File: src/rtl/fifo_pkg.sv
// Shared helpers for the stream FIFO family: pointer width and default flag threshold.
package fifo_pkg;

  // Almost-empty fires at or below one stored entry unless overridden.
  localparam int DEFAULT_AE_THRESH = 1;

  // Pointers carry one extra wrap bit above the index so full and empty differ.
  function automatic int ptr_width(input int depth_log2);
    return depth_log2 + 1;
  endfunction

endpackage

File: src/rtl/fifo_mem.sv
// Storage array for stream_fifo: one synchronous write port, one asynchronous read port.
module fifo_mem
  import fifo_pkg::*;
#(
  parameter int WIDTH  = 19,
  parameter int ADDR_W = 2
) (
  input  logic              clk,
  input  logic              wr_en,
  input  logic [ADDR_W-1:0] wr_addr,
  input  logic [WIDTH-1:0]  wr_data,
  input  logic [ADDR_W-1:0] rd_addr,
  output logic [WIDTH-1:0]  rd_data
);

  localparam int ENTRIES = 1 << ADDR_W;

  // The array has no reset: contents are only meaningful behind valid pointers.
  logic [WIDTH-1:0] mem_reg [ENTRIES];

  // Write the addressed entry when the FIFO accepts a stored word.
  always_ff @(posedge clk) begin
    if (wr_en) begin
      mem_reg[wr_addr] <= wr_data;
    end
  end

  // Head entry is presented combinationally so it is visible the cycle after a write.
  assign rd_data = mem_reg[rd_addr];

endmodule

File: src/rtl/stream_fifo.sv
// Parametrised valid/ready elastic buffer with optional bypass, occupancy count,
// almost-full/almost-empty flags and synchronous flush.
module stream_fifo
  import fifo_pkg::*;
#(
  parameter int WIDTH      = 19,
  parameter int DEPTH_LOG2 = 2,
  parameter int BYPASS     = 0,
  parameter int AF_THRESH  = (1 << DEPTH_LOG2) - 1,
  parameter int AE_THRESH  = DEFAULT_AE_THRESH
) (
  input  logic                  clk,
  input  logic                  rst,
  input  logic                  flush,
  input  logic                  push_valid,
  input  logic [WIDTH-1:0]      push_data,
  output logic                  push_ready,
  output logic                  pop_valid,
  output logic [WIDTH-1:0]      pop_data,
  input  logic                  pop_ready,
  output logic [DEPTH_LOG2:0]   count,
  output logic                  almost_full,
  output logic                  almost_empty
);

  localparam int DEPTH = 1 << DEPTH_LOG2;
  localparam int PW    = ptr_width(DEPTH_LOG2);
  // A single-entry FIFO still needs a one-bit address into the array.
  localparam int AW    = (DEPTH_LOG2 == 0) ? 1 : DEPTH_LOG2;

  typedef logic [PW-1:0] ptr_t;

  localparam ptr_t FULL_OCC = ptr_t'(DEPTH);

  // Threshold sanity is enforced when the block is elaborated.
  if (AF_THRESH < 0 || AF_THRESH > DEPTH) begin : g_bad_af
    $error("stream_fifo: AF_THRESH out of range 0..DEPTH");
  end
  if (AE_THRESH < 0 || AE_THRESH > DEPTH) begin : g_bad_ae
    $error("stream_fifo: AE_THRESH out of range 0..DEPTH");
  end

  ptr_t wr_ptr_reg, wr_ptr_next;
  ptr_t rd_ptr_reg, rd_ptr_next;
  ptr_t occ;

  logic empty, full;
  logic bypass_active, bypass_through;
  logic push_fire, pop_fire;
  logic wr_en, rd_adv;

  logic [AW-1:0]    wr_addr, rd_addr;
  logic [WIDTH-1:0] mem_rd_data;

  // Occupancy is the modular pointer difference; the wrap bit separates full from empty.
  assign occ   = wr_ptr_reg - rd_ptr_reg;
  assign empty = (occ == '0);
  assign full  = (occ == FULL_OCC);

  if (DEPTH_LOG2 == 0) begin : g_single
    assign wr_addr = '0;
    assign rd_addr = '0;
  end else begin : g_ring
    assign wr_addr = wr_ptr_reg[AW-1:0];
    assign rd_addr = rd_ptr_reg[AW-1:0];
  end

  // Handshake: reset and flush block both sides; bypass forwards a push into an empty FIFO.
  always_comb begin
    bypass_active  = 1'b0;
    bypass_through = 1'b0;
    push_ready     = 1'b0;
    pop_valid      = 1'b0;
    pop_data       = mem_rd_data;
    push_fire      = 1'b0;
    pop_fire       = 1'b0;
    wr_en          = 1'b0;
    rd_adv         = 1'b0;
    if (!rst && !flush) begin
      bypass_active  = (BYPASS != 0) && empty && push_valid;
      push_ready     = !full;
      pop_valid      = !empty || bypass_active;
      if (bypass_active) begin
        pop_data = push_data;
      end
      push_fire      = push_valid && push_ready;
      pop_fire       = pop_valid && pop_ready;
      // A word consumed straight through the bypass never touches storage.
      bypass_through = bypass_active && pop_ready;
      wr_en          = push_fire && !bypass_through;
      rd_adv         = pop_fire && !bypass_through;
    end
  end

  // Next-pointer selection: reset clears both, flush drops contents by catching rd up to wr.
  always_comb begin
    wr_ptr_next = wr_ptr_reg;
    rd_ptr_next = rd_ptr_reg;
    if (rst) begin
      wr_ptr_next = '0;
      rd_ptr_next = '0;
    end else if (flush) begin
      rd_ptr_next = wr_ptr_reg;
    end else begin
      if (wr_en) begin
        wr_ptr_next = wr_ptr_reg + ptr_t'(1);
      end
      if (rd_adv) begin
        rd_ptr_next = rd_ptr_reg + ptr_t'(1);
      end
    end
  end

  // Pointer registers.
  always_ff @(posedge clk) begin
    wr_ptr_reg <= wr_ptr_next;
    rd_ptr_reg <= rd_ptr_next;
  end

  fifo_mem #(
    .WIDTH  (WIDTH),
    .ADDR_W (AW)
  ) u_mem (
    .clk     (clk),
    .wr_en   (wr_en),
    .wr_addr (wr_addr),
    .wr_data (push_data),
    .rd_addr (rd_addr),
    .rd_data (mem_rd_data)
  );

  // Count and flags read as an empty FIFO while reset is held, even before the first edge.
  always_comb begin
    count        = rst ? '0 : occ;
    almost_full  = !rst && (int'(count) >= AF_THRESH);
    almost_empty = (int'(count) <= AE_THRESH);
  end

endmodule
File: config.mk
export PLATFORM = sky130hd
export DESIGN_NAME = stream_fifo
export DESIGN_NICKNAME = d
export VERILOG_FILES = /design/src/rtl/fifo_pkg.sv /design/src/rtl/fifo_mem.sv /design/src/rtl/stream_fifo.sv
export SDC_FILE = /design/constraint.sdc
export NUM_CORES = 1
export LEC_CHECK = 0
export CAP_MARGIN = 20
export CORE_AREA = 2 2 84 86
export CTS_CLUSTER_DIAMETER = 100
export DETAILED_ROUTE_END_ITERATION = 7
export DIE_AREA = 0 0 86 88
export PLACE_DENSITY = 0.76
export SLEW_MARGIN = 20
export SYNTH_ARGS = -nofsm -noshare
export SYNTH_HDL_FRONTEND = slang
export SYNTH_SLANG_ARGS = --single-unit
File: constraint.sdc
create_clock -name clk -period 3.1 [get_ports clk]
set_clock_uncertainty 0.15 [all_clocks]
set_input_delay 0.775 -clock clk [delete_from_list [all_inputs] [get_ports clk]]
set_output_delay 0.775 -clock clk [all_outputs]
set_load 0.1 [all_outputs]
Yosys cells after proc, flatten, opt, wreduce, memory -nomap -nowiden
Memory sizes are Yosys's and may differ from the RTL's. A register that Yosys moved wholly into a read port is not among the register bits. Index checks and enable logic that the tools add are counted.

$add $sub $neg: 3. Order comparisons: 2. Equal/unequal tests: 1. Multiplexer cells: 11. Bitwise gates (word level): 1. Reduce and logical (&&, ||, !) cells: 11.

Operators by type and width (number): 2-to-1 mux 3 bit (3); adder 3 x 1 -> 3 bit (second input constant) (2); 2-to-1 mux 1 bit (6); logical AND 1 bit (4); zero test 1 bit (4); 2-to-1 mux 2 bit (2); equality test 3 bit (second input constant) (1); >= comparator 3 x 2 -> 1 bit (second input constant) (1); less-or-equal comparator 3 x 1 -> 1 bit (second input constant) (1); zero test 3 bit (1); subtractor 3 bit (1); AND reduction 2 bit (1); nonzero test 2 bit (1); inverter 1 bit (1).

Register bits after elaboration: 6. RAM bits: 76. Bits of input ports: 24. Output and inout port bits: 26. Logic and storage cells: 32. Memories: 1.

Memories: u_mem.mem_reg (depth 4, bits a word 19, read ports 1, clocked after memory_dff 1, write ports 1, line fifo_mem.sv:19) `logic [WIDTH-1:0] mem_reg [ENTRIES];`.

Depth between registers and ports, before layout
Gate-level depths: netlist of the first run.

Depth after elaboration: 9. Depth in mapped cells: 8. Mapped depth without buffers: 7.

Hierarchy
From an unflattened synthesis of the first run, not the netlist that was laid out.

Cells, all modules: 164. Area total of the unflattened synthesis: 3338.2 um^2.

By module, submodules not included: fifo_mem (times used 1, cells an instance 103, area each 2816.5 um^2, seq. area each 2282.2 um^2); stream_fifo (times used 1, cells an instance 61, area each 521.8 um^2, seq. area each 120.1 um^2).

Worst setup path before layout of the first run
OpenSTA, ideal clock, no wires.

Path type: register -> output. From: register wr_ptr_reg[0]. To: output almost_empty. Data arrival time: 3.643 ns. Data required time: 2.175 ns. Slack: -1.468 ns. Cell stages (with the launch flop): 8. Path buffers: 0. Path through: dfxtp_1 inv_1 ha_1 inv_1 fa_1 xor3_4 nor2_1 nor2_1.

Word-level cells in the longest chain between the ends: 3.

Ends and longest elaborated chain: start: declaration (line stream_fifo.sv:43) `ptr_t wr_ptr_reg, wr_ptr_next;`; start signal: assignment (line stream_fifo.sv:116) `wr_ptr_reg <= wr_ptr_next;`; subtractor 3 bit (line stream_fifo.sv:56) `assign occ = wr_ptr_reg - rd_ptr_reg;`; 2-to-1 mux 3 bit (line stream_fifo.sv:134) `count = rst ? '0 : occ;`; net count[2] (line stream_fifo.sv:21) `output logic [DEPTH_LOG2:0] count,`; less-or-equal comparator 3 x 1 -> 1 bit (line stream_fifo.sv:136) `almost_empty = (int'(count) <= AE_THRESH);`; end: declaration (line stream_fifo.sv:23) `output logic almost_empty`.

The timed path passes the listed nets, and every way through them passes these cells.

Final worst setup path of the first run
From: register wr_ptr_reg[0]. To: output pop_valid.

Word-level cells in the longest chain between the ends: 4.

Ends and longest elaborated chain: subtractor 3 bit (line stream_fifo.sv:56); zero test 3 bit (line stream_fifo.sv:57) `assign empty = (occ == '0);`; zero test 1 bit (line stream_fifo.sv:82) `pop_valid = !empty || bypass_active;`; 2-to-1 mux 1 bit (line stream_fifo.sv:79) `if (!rst && !flush) begin`; end: declaration (line stream_fifo.sv:18) `output logic pop_valid,`.

No other way between the ends.

==> key figures, run 1 <==
Pwr
  • Sw power: between 1 and 1.5 mW
  • Lkg Pwr: 1.58 nW
  • PD cells: approximately 670 mW/mm2
  • Worst vdd ir: 0.415 mV
  • Cell-internal power: 2.04 mW
  • Sw Ratio: 0.338
  • Clk network pwr share: 0.233
  • Reg power frac: 0.415
  • Combinational share of power: 0.352
  • Total power draw: 3.09 mW

Outcome
  • Status: completed

Floorplanning
  • Core area: 0.00664 mm2
  • Die width: approximately 86 um
  • DIE AREA: 0.00757 mm2
  • Initial cell density of the core: 0.511
  • Placement Rows: 30
  • # IOs: 50
  • Die height: 88 um

Setup path
  • Crit Path Max Fanout: 4
  • CP Class: reg2out
  • Buf/Inv on CP: 3
  • CP max stage cell: xor3_4
  • Worst Setup Start Kind: flip-flop
  • Cell family with most CP delay: adder cells
  • Critical-path cell list: inv_4 -> ha_4 -> inv_2 -> fa_2 -> xor3_4 -> a211oi_4 -> buf_12
  • Critical path's largest stage delay: between 300 and 400 ps
  • Crit end category: output pin
  • Worst Path Required: roughly 2200 ps
  • Critical path arrival: 2140 ps

Logic synthesis
  • Syn_nets: 202
  • Register area share after synthesis: 0.719
  • Syn avg cell area: 19.9 um2
  • Post-Syn Area: 0.00339 mm2
  • Syn. warnings: 0
  • Synth Instances: 171
  • Register bit count reported by yosys: 84
  • Distinct cell type count after synthesis: 32

GRT
  • Initial antenna violation count: 0
  • Largest net degree at the start of global routing: 20
  • First-pass GRT wire length: 9180 um
  • Total gr overflow: 0
  • Vias in the first global route: roughly 1800
  • Gr usage total: 0.168

CTS
  • CTS Root Cell: clkbuf_8
  • Total CTS buffers: 9
  • H-tree levels: 3
  • Clk pin slew, worst setup/hold paths: 70 ps
  • Clk_lat worst skew: 340 ps
  • CTS sink count: 84
  • Max Root-Sink Buffers: 2
  • CTS tree: built

Routing
  • Post-DRT Antenna Nets: 0
  • Vias per Instance: 5.48
  • Residual DRC: 0
  • Initial drt markers: 93
  • Drt total wl: 5830 um
  • Wire per inst: 18.0 um
  • Via count: between 1500 and 2000
  • DR pass1 iterations: 4

Placement
  • Placed instance area: between 0.004 and 0.005 mm2
  • Hpwl dp: 3960 um
  • Placer Congestion: 0.697
  • Port Buf Inserts: 49

Finish
  • Nets@finish: 271
  • Most frequent cells in the layout: 76 x edfxtp_1, 27 x buf_12, 23 x clkdlybuf4s50_1
  • # diodes: 0
  • Commonest non-fill, non-tap cell in the layout: edfxtp_1
  • Max reg flops: 76
  • Fin area: 0.00459 mm2
  • Layout cells sized above 1: 0.373
  • Synth-to-layout area growth: 35.3%

Timing
  • Minimum clock period: 3060 ps
  • Final Slew Violations: 0
  • Fin crit share: 0.987
  • Final Hold Fails: 0
  • Worst-Margin Slew: 365 ps
  • Final setup vio count: 0
  • RSZ-0062 raised after global routing: yes
  • Rel. slew slack: 0.750
  • Fmax: 327 MHz

Run
  • Max cap viols: 0

Hold path
  • Hold Crit Class: reg2reg
[timing repair]
item,in CTS,in global routing
resized for setup,3,2
setup endpoints to repair,4,3
hold buffers,0,0
cloned,0,0
buffers inserted,1,3
pin swaps,1,0
hold endpoints to repair,0,0
[path summary, 6_finish.rpt]
kind,start,cells after the start,to,slack [ps]
min reg2reg,wr_ptr_reg[1],2,wr_ptr_reg[1],430
max,wr_ptr_reg[0],7,pop_valid,40
max reg2reg,wr_ptr_reg[0],9,u_mem.mem_reg[0][12],460
min,wr_ptr_reg[1],2,wr_ptr_reg[1],430
[cell families after synthesis]
kind of cell / after synthesis / share of synthesized area
AO/OA/AOI/OAI: 15 / 0.0369
XOR/XNOR: 2 / 0.0151
adder cells (fa/ha/maj): 7 / 0.0280
buffers and inverters: 16 / 0.0243
flip-flops: 84 / 0.719
multiplexers: 22 / 0.136
AND/OR/NAND/NOR: 25 / 0.0405
[Yosys cell counts]
| cell | instances | share of area |
|---|---|---|
| xor3_4 | 1 | 0.0081 |
| buf_2 | 1 | 0.0015 |
| edfxtp_1 | 76 | 0.67 |
| a211oi_1 | 6 | 0.013 |
| nor3b_1 | 1 | 0.0022 |
| a2111oi_0 | 1 | 0.0026 |
| xnor3_2 | 1 | 0.0070 |
| nor2_1 | 9 | 0.010 |
| inv_1 | 9 | 0.010 |
| buf_12 | 1 | 0.0059 |
| clkbuf_1 | 3 | 0.0033 |
| mux4_2 | 19 | 0.13 |
| fa_1 | 1 | 0.0059 |
| mux2_1 | 2 | 0.0066 |
| a2111oi_4 | 1 | 0.0081 |
| buf_4 | 1 | 0.0022 |
| nand2b_1 | 4 | 0.0074 |
| clkbuf_2 | 1 | 0.0015 |
| dfxtp_1 | 8 | 0.047 |
| a21oi_1 | 3 | 0.0044 |
| nor4b_1 | 1 | 0.0026 |
| nand2_1 | 1 | 0.0011 |
| nand4b_1 | 1 | 0.0026 |
| o21ai_0 | 1 | 0.0015 |
| a21o_1 | 2 | 0.0044 |
| nor2b_1 | 2 | 0.0037 |
| and2_1 | 4 | 0.0074 |
| ha_1 | 6 | 0.022 |
| or3_1 | 1 | 0.0018 |
| mux2i_1 | 1 | 0.0029 |
| nor4_1 | 1 | 0.0018 |
| a211o_1 | 1 | 0.0026 |
[power groups by stage]
stage | Sequential (mW) | Combinational, mW | Clock, mW
2_1_floorplan | 1.30 | 0.727 | 0
3_3_place_gp | 1.30 | 1.06 | 0
3_5_place_dp | 1.31 | 1.07 | 0
4_1_cts | 1.28 | 1.08 | 0.737
5_1_grt | 1.28 | 1.13 | 0.782
6_report | 1.28 | 1.09 | 0.719
[per-layer routing]
layer | GRT usage | vias to the layer above | part of all wire | wire [um]
met1 | 0.211 | 902 | 0.41 | 2410
met5 | 0 | - | 0 | 0
met3 | 0.0358 | 11 | 0.042 | 243
met4 | 0.0823 | 0 | 0.016 | 94
met2 | 0.280 | 46 | 0.53 | 3090
li1 | - | 818 | - | -
[area by class of cell]
cell class	count	area, um2
Sequential cell	84	2450
Fill cell	408	2050
Multi-Input combinational cell	71	945
Timing Repair Buffer	65	883
Clock buffer	10	128
Tap cell	80	100
Clock inverter	5	53.8
Inverter	9	36.3
[metrics by stage]
step,std cells,util,setup slack (ps),hold slack [ps],setup TNS (ps)
after floorplan,171,-,-136,367,-150
after global placement,305,0.658,198,386,0
after detailed placement,305,0.658,186,414,0
after CTS,321,0.688,5.94,423,0
after global routing,324,0.691,-42.2,469,-59.5
final,324,0.691,39.4,432,0
[worst reg2reg max path, stage by stage (launching register included)]
cell       delay (ps)
dfxtp_4           370
inv_4              80
ha_4              120
inv_2              30
fa_2              340
xnor3_2           290
buf_4             180
a2111oi_4         360
and2_1            210
buf_4             210
No activity file was read; power rests on OpenSTA's default activity.
==> run 2, diff against run 1 <==
Settings changed: GPL_ROUTABILITY_DRIVEN set to 0.
==> results of run 2 <==
Same layout as run 1: the final DEF is identical, and so are final timing and power.
